--- config.mk ---
export PLATFORM = sky130hd
export DESIGN_NAME = imm_ext_arbiter_flat
export DESIGN_NICKNAME = d
export VERILOG_FILES = /design/src/rtl/imm_ext_arbiter_if.sv /design/src/rtl/imm_ext_arbiter.sv /design/src/flat_wrapper.sv
export SDC_FILE = /design/constraint.sdc
export NUM_CORES = 1
export LEC_CHECK = 0
export CORE_UTILIZATION = 38
export DETAILED_ROUTE_END_ITERATION = 8
export GPL_TIMING_DRIVEN = 0
export PLACE_DENSITY = 0.74
export SLEW_MARGIN = 25
export SYNTH_ARGS = -nofsm -noshare
export SYNTH_HDL_FRONTEND = slang
export SYNTH_SLANG_ARGS = --single-unit
--- constraint.sdc ---
create_clock -name clk -period 1.5 [get_ports clk]
set_input_delay 0.3 -clock clk [delete_from_list [all_inputs] [get_ports clk]]
set_output_delay 0.3 -clock clk [all_outputs]
set_load 0.1 [all_outputs]
--- src/rtl/imm_ext_arbiter_if.sv ---
// Bundle between the two extension requesters (A: branch offset, B: ALU immediate)
// and the shared immediate extender.
interface imm_ext_arbiter_if #(
    parameter int IN_WIDTH  = 8,
    parameter int OUT_WIDTH = 16
);
    // Handshake: a requester raises req_x with imm_x/zext_x stable and keeps
    // req_x high until it sees the one-cycle done_x strobe, then drops it in the
    // following cycle. result is valid while done_x is high and holds until the
    // next completion. gnt_x marks the extension cycle of that requester.
    logic                 req_a;
    logic [IN_WIDTH-1:0]  imm_a;
    logic                 zext_a;
    logic                 req_b;
    logic [IN_WIDTH-1:0]  imm_b;
    logic                 zext_b;
    logic                 gnt_a;
    logic                 gnt_b;
    logic                 done_a;
    logic                 done_b;
    logic [OUT_WIDTH-1:0] result;
    logic                 busy;

    modport master (
        output req_a, imm_a, zext_a, req_b, imm_b, zext_b,
        input  gnt_a, gnt_b, done_a, done_b, result, busy
    );

    modport slave (
        input  req_a, imm_a, zext_a, req_b, imm_b, zext_b,
        output gnt_a, gnt_b, done_a, done_b, result, busy
    );
endinterface

--- src/rtl/imm_ext_arbiter.sv ---
// Round-robin arbiter sharing one IN_WIDTH->OUT_WIDTH sign/zero extender between
// two requesters; IDLE -> EXT -> RESP, chaining RESP -> EXT when the other side waits.
module imm_ext_arbiter #(
    parameter int IN_WIDTH   = 8,
    parameter int OUT_WIDTH  = 16,
    parameter bit FIRST_PRIO = 1'b0
) (
    input  logic              clk,
    input  logic              rst_n,
    imm_ext_arbiter_if.slave  bus,
    output logic [1:0]        state_dbg
);

    typedef enum logic [1:0] {
        IDLE = 2'd0,
        EXT  = 2'd1,
        RESP = 2'd2
    } state_t;

    state_t                state;
    logic                  owner;
    logic                  last_id;
    logic [IN_WIDTH-1:0]   lat_imm;
    logic                  lat_zext;
    logic                  gnt_a_q, gnt_b_q, done_a_q, done_b_q, busy_q;
    logic [OUT_WIDTH-1:0]  result_q;
    logic [OUT_WIDTH-1:0]  ext_val;
    logic                  grant_en;
    logic                  grant_id;

    assign ext_val = lat_zext ? {{(OUT_WIDTH-IN_WIDTH){1'b0}}, lat_imm}
                              : {{(OUT_WIDTH-IN_WIDTH){lat_imm[IN_WIDTH-1]}}, lat_imm};

    // In RESP the current owner's req is still high and must not win again.
    always_comb begin
        grant_en = 1'b0;
        grant_id = 1'b0;
        case (state)
            IDLE: begin
                grant_en = bus.req_a | bus.req_b;
                grant_id = (bus.req_a & bus.req_b) ? ~last_id : bus.req_b;
            end
            RESP: begin
                grant_en = owner ? bus.req_a : bus.req_b;
                grant_id = ~owner;
            end
            default: begin
                grant_en = 1'b0;
                grant_id = 1'b0;
            end
        endcase
    end

    always_ff @(posedge clk or negedge rst_n) begin
        if (!rst_n) begin
            state    <= IDLE;
            owner    <= 1'b0;
            last_id  <= ~FIRST_PRIO;
            lat_imm  <= '0;
            lat_zext <= 1'b0;
            result_q <= '0;
            gnt_a_q  <= 1'b0;
            gnt_b_q  <= 1'b0;
            done_a_q <= 1'b0;
            done_b_q <= 1'b0;
            busy_q   <= 1'b0;
        end else begin
            gnt_a_q  <= 1'b0;
            gnt_b_q  <= 1'b0;
            done_a_q <= 1'b0;
            done_b_q <= 1'b0;
            if (state == EXT) begin
                result_q <= ext_val;
                done_a_q <= ~owner;
                done_b_q <= owner;
                state    <= RESP;
                busy_q   <= 1'b1;
            end else if (grant_en) begin
                owner    <= grant_id;
                last_id  <= grant_id;
                lat_imm  <= grant_id ? bus.imm_b : bus.imm_a;
                lat_zext <= grant_id ? bus.zext_b : bus.zext_a;
                gnt_a_q  <= ~grant_id;
                gnt_b_q  <= grant_id;
                state    <= EXT;
                busy_q   <= 1'b1;
            end else begin
                state    <= IDLE;
                busy_q   <= 1'b0;
            end
        end
    end

    assign bus.gnt_a  = gnt_a_q;
    assign bus.gnt_b  = gnt_b_q;
    assign bus.done_a = done_a_q;
    assign bus.done_b = done_b_q;
    assign bus.result = result_q;
    assign bus.busy   = busy_q;
    assign state_dbg  = state;

endmodule

--- src/flat_wrapper.sv ---
// flat-port wrapper written by rule: the top's interface ports become plain ports
module imm_ext_arbiter_flat 
#(
    parameter int IN_WIDTH   = 8,
    parameter int OUT_WIDTH  = 16,
    parameter bit FIRST_PRIO = 1'b0
)
  (clk, rst_n, state_dbg, bus_req_a, bus_imm_a, bus_zext_a, bus_req_b, bus_imm_b, bus_zext_b, bus_gnt_a, bus_gnt_b, bus_done_a, bus_done_b, bus_result, bus_busy);
  imm_ext_arbiter_if #(.IN_WIDTH(IN_WIDTH), .OUT_WIDTH(OUT_WIDTH)) bus_i ();
  input  logic clk;
  input  logic rst_n;
  output logic [1:0] state_dbg;
  input wire logic [$bits(bus_i.req_a)-1:0] bus_req_a;
  input wire logic [$bits(bus_i.imm_a)-1:0] bus_imm_a;
  input wire logic [$bits(bus_i.zext_a)-1:0] bus_zext_a;
  input wire logic [$bits(bus_i.req_b)-1:0] bus_req_b;
  input wire logic [$bits(bus_i.imm_b)-1:0] bus_imm_b;
  input wire logic [$bits(bus_i.zext_b)-1:0] bus_zext_b;
  output wire logic [$bits(bus_i.gnt_a)-1:0] bus_gnt_a;
  output wire logic [$bits(bus_i.gnt_b)-1:0] bus_gnt_b;
  output wire logic [$bits(bus_i.done_a)-1:0] bus_done_a;
  output wire logic [$bits(bus_i.done_b)-1:0] bus_done_b;
  output wire logic [$bits(bus_i.result)-1:0] bus_result;
  output wire logic [$bits(bus_i.busy)-1:0] bus_busy;
  assign bus_i.req_a = bus_req_a;
  assign bus_i.imm_a = bus_imm_a;
  assign bus_i.zext_a = bus_zext_a;
  assign bus_i.req_b = bus_req_b;
  assign bus_i.imm_b = bus_imm_b;
  assign bus_i.zext_b = bus_zext_b;
  assign bus_gnt_a = bus_i.gnt_a;
  assign bus_gnt_b = bus_i.gnt_b;
  assign bus_done_a = bus_i.done_a;
  assign bus_done_b = bus_i.done_b;
  assign bus_result = bus_i.result;
  assign bus_busy = bus_i.busy;
  imm_ext_arbiter #(.IN_WIDTH(IN_WIDTH), .OUT_WIDTH(OUT_WIDTH), .FIRST_PRIO(FIRST_PRIO)) u_core (.clk(clk), .rst_n(rst_n), .bus(bus_i), .state_dbg(state_dbg));
endmodule
==> impl_metrics.tcl, run 1 <==
set metrics [dict create \
    status "finished with violations" \
    violations "setup timing" \
    ant_nets 0 \
    cts_buffers 3 \
    hold_path_class "flip-flop to flip-flop" \
    grt_use_total_pct 17.20 \
    layout_setup_ws_ns -0.1580 \
    cap_violations 0 \
    first_pass_iters 4 \
    grt_max_degree 28 \
    r2r_start "u_core.state_dbg[1]$_DFF_PN0_" \
    hold_viol 0 \
    yosys_warnings 0 \
    min_period_ns 1.658 \
    synth_common_cells "28 x nand2_1, 26 x dfrtp_1, 9 x a21o_1" \
    netlist_instances 102 \
    dp.cells 177 \
    hpwl_mm 1.736 \
    min_period_over_period_pct 110.5 \
    grt_pass1_wl_mm 4.222 \
    insertion_delay_ns 0.32 \
    core_area_mm2 0.002781 \
    drive_above_1_share_pct 30.72 \
    yosysSeqAreaShare_pct 60.51 \
    n_antenna_cell 0 \
    relSlewSlack_pct 60.97 \
    worstSetupPathType "flip-flop to flip-flop" \
    netlist.area_leader.share_pct 58.17 \
    drt_iter0_drc 8 \
    grt_setup_unrepaired "true" \
    area_delta_synth_final_pct 43.29 \
    synthArstFlopShare_pct 100.0 \
    layout.nets 176 \
    yosysMostFrequentCell "nand2_1" \
    die_y_um 56.26 \
    ios 45 \
    worst_pin_slew_ns 0.5854 \
    cts_tree "done" \
    max_clock_freq_mhz 603.1 \
    place.gp.congestion 0.7395 \
    cts_max_level 1 \
    synth_ff_type "dfrtp_1" \
    hold_depth 1 \
    path_clk_slew_ns 0.14 \
    wl_per_cell_um 13.17 \
    drc_errors 0 \
    dieWidth_um 56.26 \
    start_util_pct 40.22 \
    grt_pass1_vias 927 \
    drt_wl_total_mm 2.423 \
    reg2regPathDepth 5 \
    drv_slew 0 \
    synthesis.nets 124 \
    vias 910 \
    ff2ff_setup_slack_ns -0.16 \
    syn_avg_cell_area_um2 10.97 \
    required_ns 1.73 \
    num_rows 19 \
    overflow 0 \
    clockBufferDepth 2 \
    cts.sinks 27 \
    final_core_util_pct 57.62 \
    synth_edf_count 0 \
    portBuffers 44 \
    clock_skew_ns 0.004194 \
    cp-start-kind "flip-flop" \
    ys_top_cells_by_area "dfrtp_1 58%, nand2_1 9.4%, a21o_1 6.0%" \
    cp-startpoint "u_core.state_dbg[1]$_DFF_PN0_" \
    pre_cts_ws_ns -0.4888 \
    crit_arrival_ns 1.89 \
    setup_viol 9 \
    finalNonFillerCells 184 \
    ys_ff_latch 27 \
    dieArea_mm2 0.003165 \
    cp_max_fo 5 \
    dpl-instance-area_mm2 0.001607 \
    syn_area_mm2 0.001119 \
    synth.distinct_cells 20 \
    end_kind "flip-flop" \
    cts_root_buffer "clkbuf_4" \
    synth_area_leader_cell "dfrtp_1" \
    min_from "u_core.lat_zext$_DFFE_PN0P_" \
    antenna_found_initial 0 \
    final_area_mm2 0.001603 \
    vias_per_cell 4.946 \
]
[worst max-delay path: stages (launching register included)]
cell and delay, ns:
dfrtp_4 0.52, or3b_1 0.36, and4b_4 0.22, buf_6 0.13
a22o_1 0.19, a21o_1 0.15
[cells in the final DEF (no fill, tap or decap)]
master	instances
a21o_1	9
a21oi_1	3
a22o_1	7
a22o_2	2
and4b_1	1
and4b_4	1
buf_1	1
buf_2	15
buf_4	11
buf_6	9
buf_8	1
clkbuf_1	1
clkbuf_4	3
clkdlybuf4s50_1	20
clkinv_1	1
dfrtp_1	23
dfrtp_2	2
dfrtp_4	1
dfstp_2	1
dlygate4sd3_1	1
inv_1	3
nand2_1	28
nand2b_1	2
nand3b_1	2
nor2_1	3
or3_4	1
or3b_1	1
[stage by stage]
stage	TNS, ns	hold slack (ns)
finish	-1.200	0.4859
global route	-1.732	0.5069
CTS	-1.248	0.4876
detailed placement	-12.46	0.3376
global placement	-16.91	0.4500
floorplan	-2.132	0.004409
[kinds of logic (layout without fill, tap and decap cells)]
family | Yosys count | count (layout) | share of synthesized area [%]
DFF | 27 | 27 | 60.51
and+or+nand+nor | 39 | 39 | 16.33
buffers and inverters | 15 | 66 | 8.500
AOI/OAI and AO/OA | 21 | 21 | 14.65
[layer usage]
layer / vias to the layer above / share of wire [%] / GRT usage (%) / wire, um
met3: 4 / 7.2 / 3.226 / 174
met4: 0 / 1.5 / 6.272 / 37
met1: 431 / 40 / 20.67 / 975
met5: - / 0 / 0 / 0
li1: 434 / - / - / -
met2: 41 / 51 / 30.61 / 1236
[registers in the layout (all words and copies together) (netlist names)]
register	cells
u_core.owner	1
u_core.lat_zext	1
u_core.bus.gnt_a	1
u_core.bus.done_a	1
u_core.last_id	1
u_core.lat_imm	8
u_core.bus.result	9
u_core.bus.gnt_b	1
u_core.state_dbg	2
u_core.bus.done_b	1
u_core.bus.busy	1
[what timing repair did]
| item | in CTS | in global routing |
|---|---|---|
| pin swaps | 3 | 0 |
| endpoints found under the hold margin | 26 | 0 |
| setup endpoints to repair | 33 | 21 |
| buffers inserted | 1 | 0 |
| gates cloned | 1 | 0 |
| resized for setup | 123 | 12 |
| hold buffers | 1 | 0 |
[area by class of cell]
class	count	area, um2
buffer	11	86.33
timing repair buffer	47	401.6
tap	31	38.79
sequential	27	683.2
fill	260	1179
inverter	4	15.01
multi-input combinational	60	351.6
clock buffer	4	26.28
[worst paths after layout]
kind,end
setup / recovery,u_core.lat_imm[0]$_DFFE_PN0P_
hold / removal,u_core.lat_zext$_DFFE_PN0P_
setup reg to reg,u_core.lat_imm[0]$_DFFE_PN0P_
hold reg to reg,u_core.lat_zext$_DFFE_PN0P_
max in group asynchronous,u_core.state_dbg[1]$_DFF_PN0_
min in group asynchronous,u_core.bus.result[7]$_DFFE_PN0P_
Power of run 1 is left out: the tool's default activity adds up to more than one toggle a clock period on the data nets, which glitch-free logic cannot reach.
==> inputs of run 2 (changes only) <==
- GPL_TIMING_DRIVEN: 0 -> unset
==> impl_metrics.tcl, run 2 (synthesized netlist as in run 1, its figures left out) <==
set metrics [dict create \
    die_y_um 56.26 \
    final_core_util_pct 67.66 \
    grt_pass1_wl_mm 4.243 \
    layout_setup_ws_ns -0.1191 \
    drt_wl_total_mm 2.698 \
    worstSetupPathType "flip-flop to flip-flop" \
    portBuffers 44 \
    start_util_pct 40.22 \
    path_clk_slew_ns 0.14 \
    grt_max_degree 28 \
    core_area_mm2 0.002781 \
    r2r_start "u_core.state_dbg[1]$_DFF_PN0_" \
    hold_viol 0 \
    cts.sinks 27 \
    grt_use_total_pct 18.33 \
    drc_errors 0 \
    cts_setup_buffers 0 \
    vias_per_cell 5.258 \
    ios 45 \
    required_ns 1.74 \
    violations "setup timing" \
    whs_ns 0.3297 \
    clock_skew_ns 0.004512 \
    cap_violations 0 \
    cp-start-kind "flip-flop" \
    antenna_found_initial 0 \
    cts_root_buffer "clkbuf_4" \
    drive_above_1_share_pct 31.97 \
    insertion_delay_ns 0.33 \
    num_rows 19 \
    cts_tree "done" \
    area_delta_synth_final_pct 68.23 \
    grt_setup_unrepaired "true" \
    n_antenna_cell 0 \
    end_kind "flip-flop" \
    setup_viol 9 \
    drt_iter0_drc 19 \
    first_pass_iters 4 \
    reg2regPathDepth 4 \
    ant_nets 0 \
    min_period_over_period_pct 107.9 \
    cts_hold_buf 0 \
    layout_common_cells "28 x nand2_1, 23 x buf_12, 23 x dfrtp_1" \
    largest_register_ffs 9 \
    dieArea_mm2 0.003165 \
    hold_path_class "input port to async pin" \
    relSlewSlack_pct 73.65 \
    overflow 0 \
    worst_pin_slew_ns 0.3950 \
    pre_cts_ws_ns -0.3975 \
    cts_max_level 1 \
    r2r-end "u_core.lat_imm[6]$_DFFE_PN0P_" \
    crit_arrival_ns 1.85 \
    dieWidth_um 56.26 \
    drv_slew 0 \
    max_clock_freq_mhz 617.6 \
    cts_buffers 3 \
    place.gp.congestion 0.8085 \
    status "finished with violations" \
    vias 936 \
    min_period_ns 1.619 \
    cp_max_fo 6 \
    wl_per_cell_um 15.16 \
    layout.nets 170 \
    hpwl_mm 1.823 \
    grt_pass1_vias 890 \
    clockBufferDepth 2 \
    ff2ff_setup_slack_ns -0.12 \
    final_common_cell "nand2_1" \
]
[run 2: critical path, stage by stage, from the launching register on]
cell	delay, ns
dfrtp_4	0.51
or3b_4	0.39
and4b_2	0.29
a22o_1	0.19
a21o_1	0.15
[run 2: final cells by class]
type,instances,area (um2)
multi-input cells,62,395.4
well taps,31,38.79
repair buffers,50,715.7
flip-flops and latches,27,685.7
clock inverters,1,5.005
clock buffers,3,22.52
inverters,4,18.77
fillers,211,899.6
[run 2: metrics by stage]
stage	cell area, um2	setup TNS (ns)	cells
after floorplan	1132	-2.132	102
after CTS	1849	-0.5249	177
after global placement	1804	-3.171	172
after detailed placement	1804	-3.515	172
after global routing	1882	-1.168	178
final	1882	-0.7582	178
[run 2: routing by layer]
metal | GRT usage [%] | wire [um]
met5 | 0 | 0
met1 | 22.48 | 1165
met3 | 2.995 | 149
met2 | 31.12 | 1304
met4 | 9.408 | 78
[run 2: worst max path at each step]
stage	slack [ns]	depth (start not counted)	startpoint	to
after global placement	-0.36	5	bus_req_b	u_core.lat_zext$_DFFE_PN0P_
after detailed placement	-0.40	5	bus_req_b	u_core.lat_zext$_DFFE_PN0P_
after CTS	-0.1	4	u_core.state_dbg[1]$_DFF_PN0_	u_core.lat_zext$_DFFE_PN0P_
after global routing	-0.16	4	u_core.state_dbg[1]$_DFF_PN0_	u_core.lat_imm[5]$_DFFE_PN0P_
after floorplan	-0.24	5	u_core.state_dbg[1]$_DFF_PN0_	u_core.lat_imm[0]$_DFFE_PN0P_
final	-0.12	4	u_core.state_dbg[1]$_DFF_PN0_	u_core.lat_imm[6]$_DFFE_PN0P_
[run 2: what timing repair did]
action | in CTS | in global routing
pin swaps | 0 | 1
gates resized for setup | 3 | 4
setup endpoints to repair | 18 | 20
gates cloned | 1 | 1
Power of run 2 is left out for the same reason.
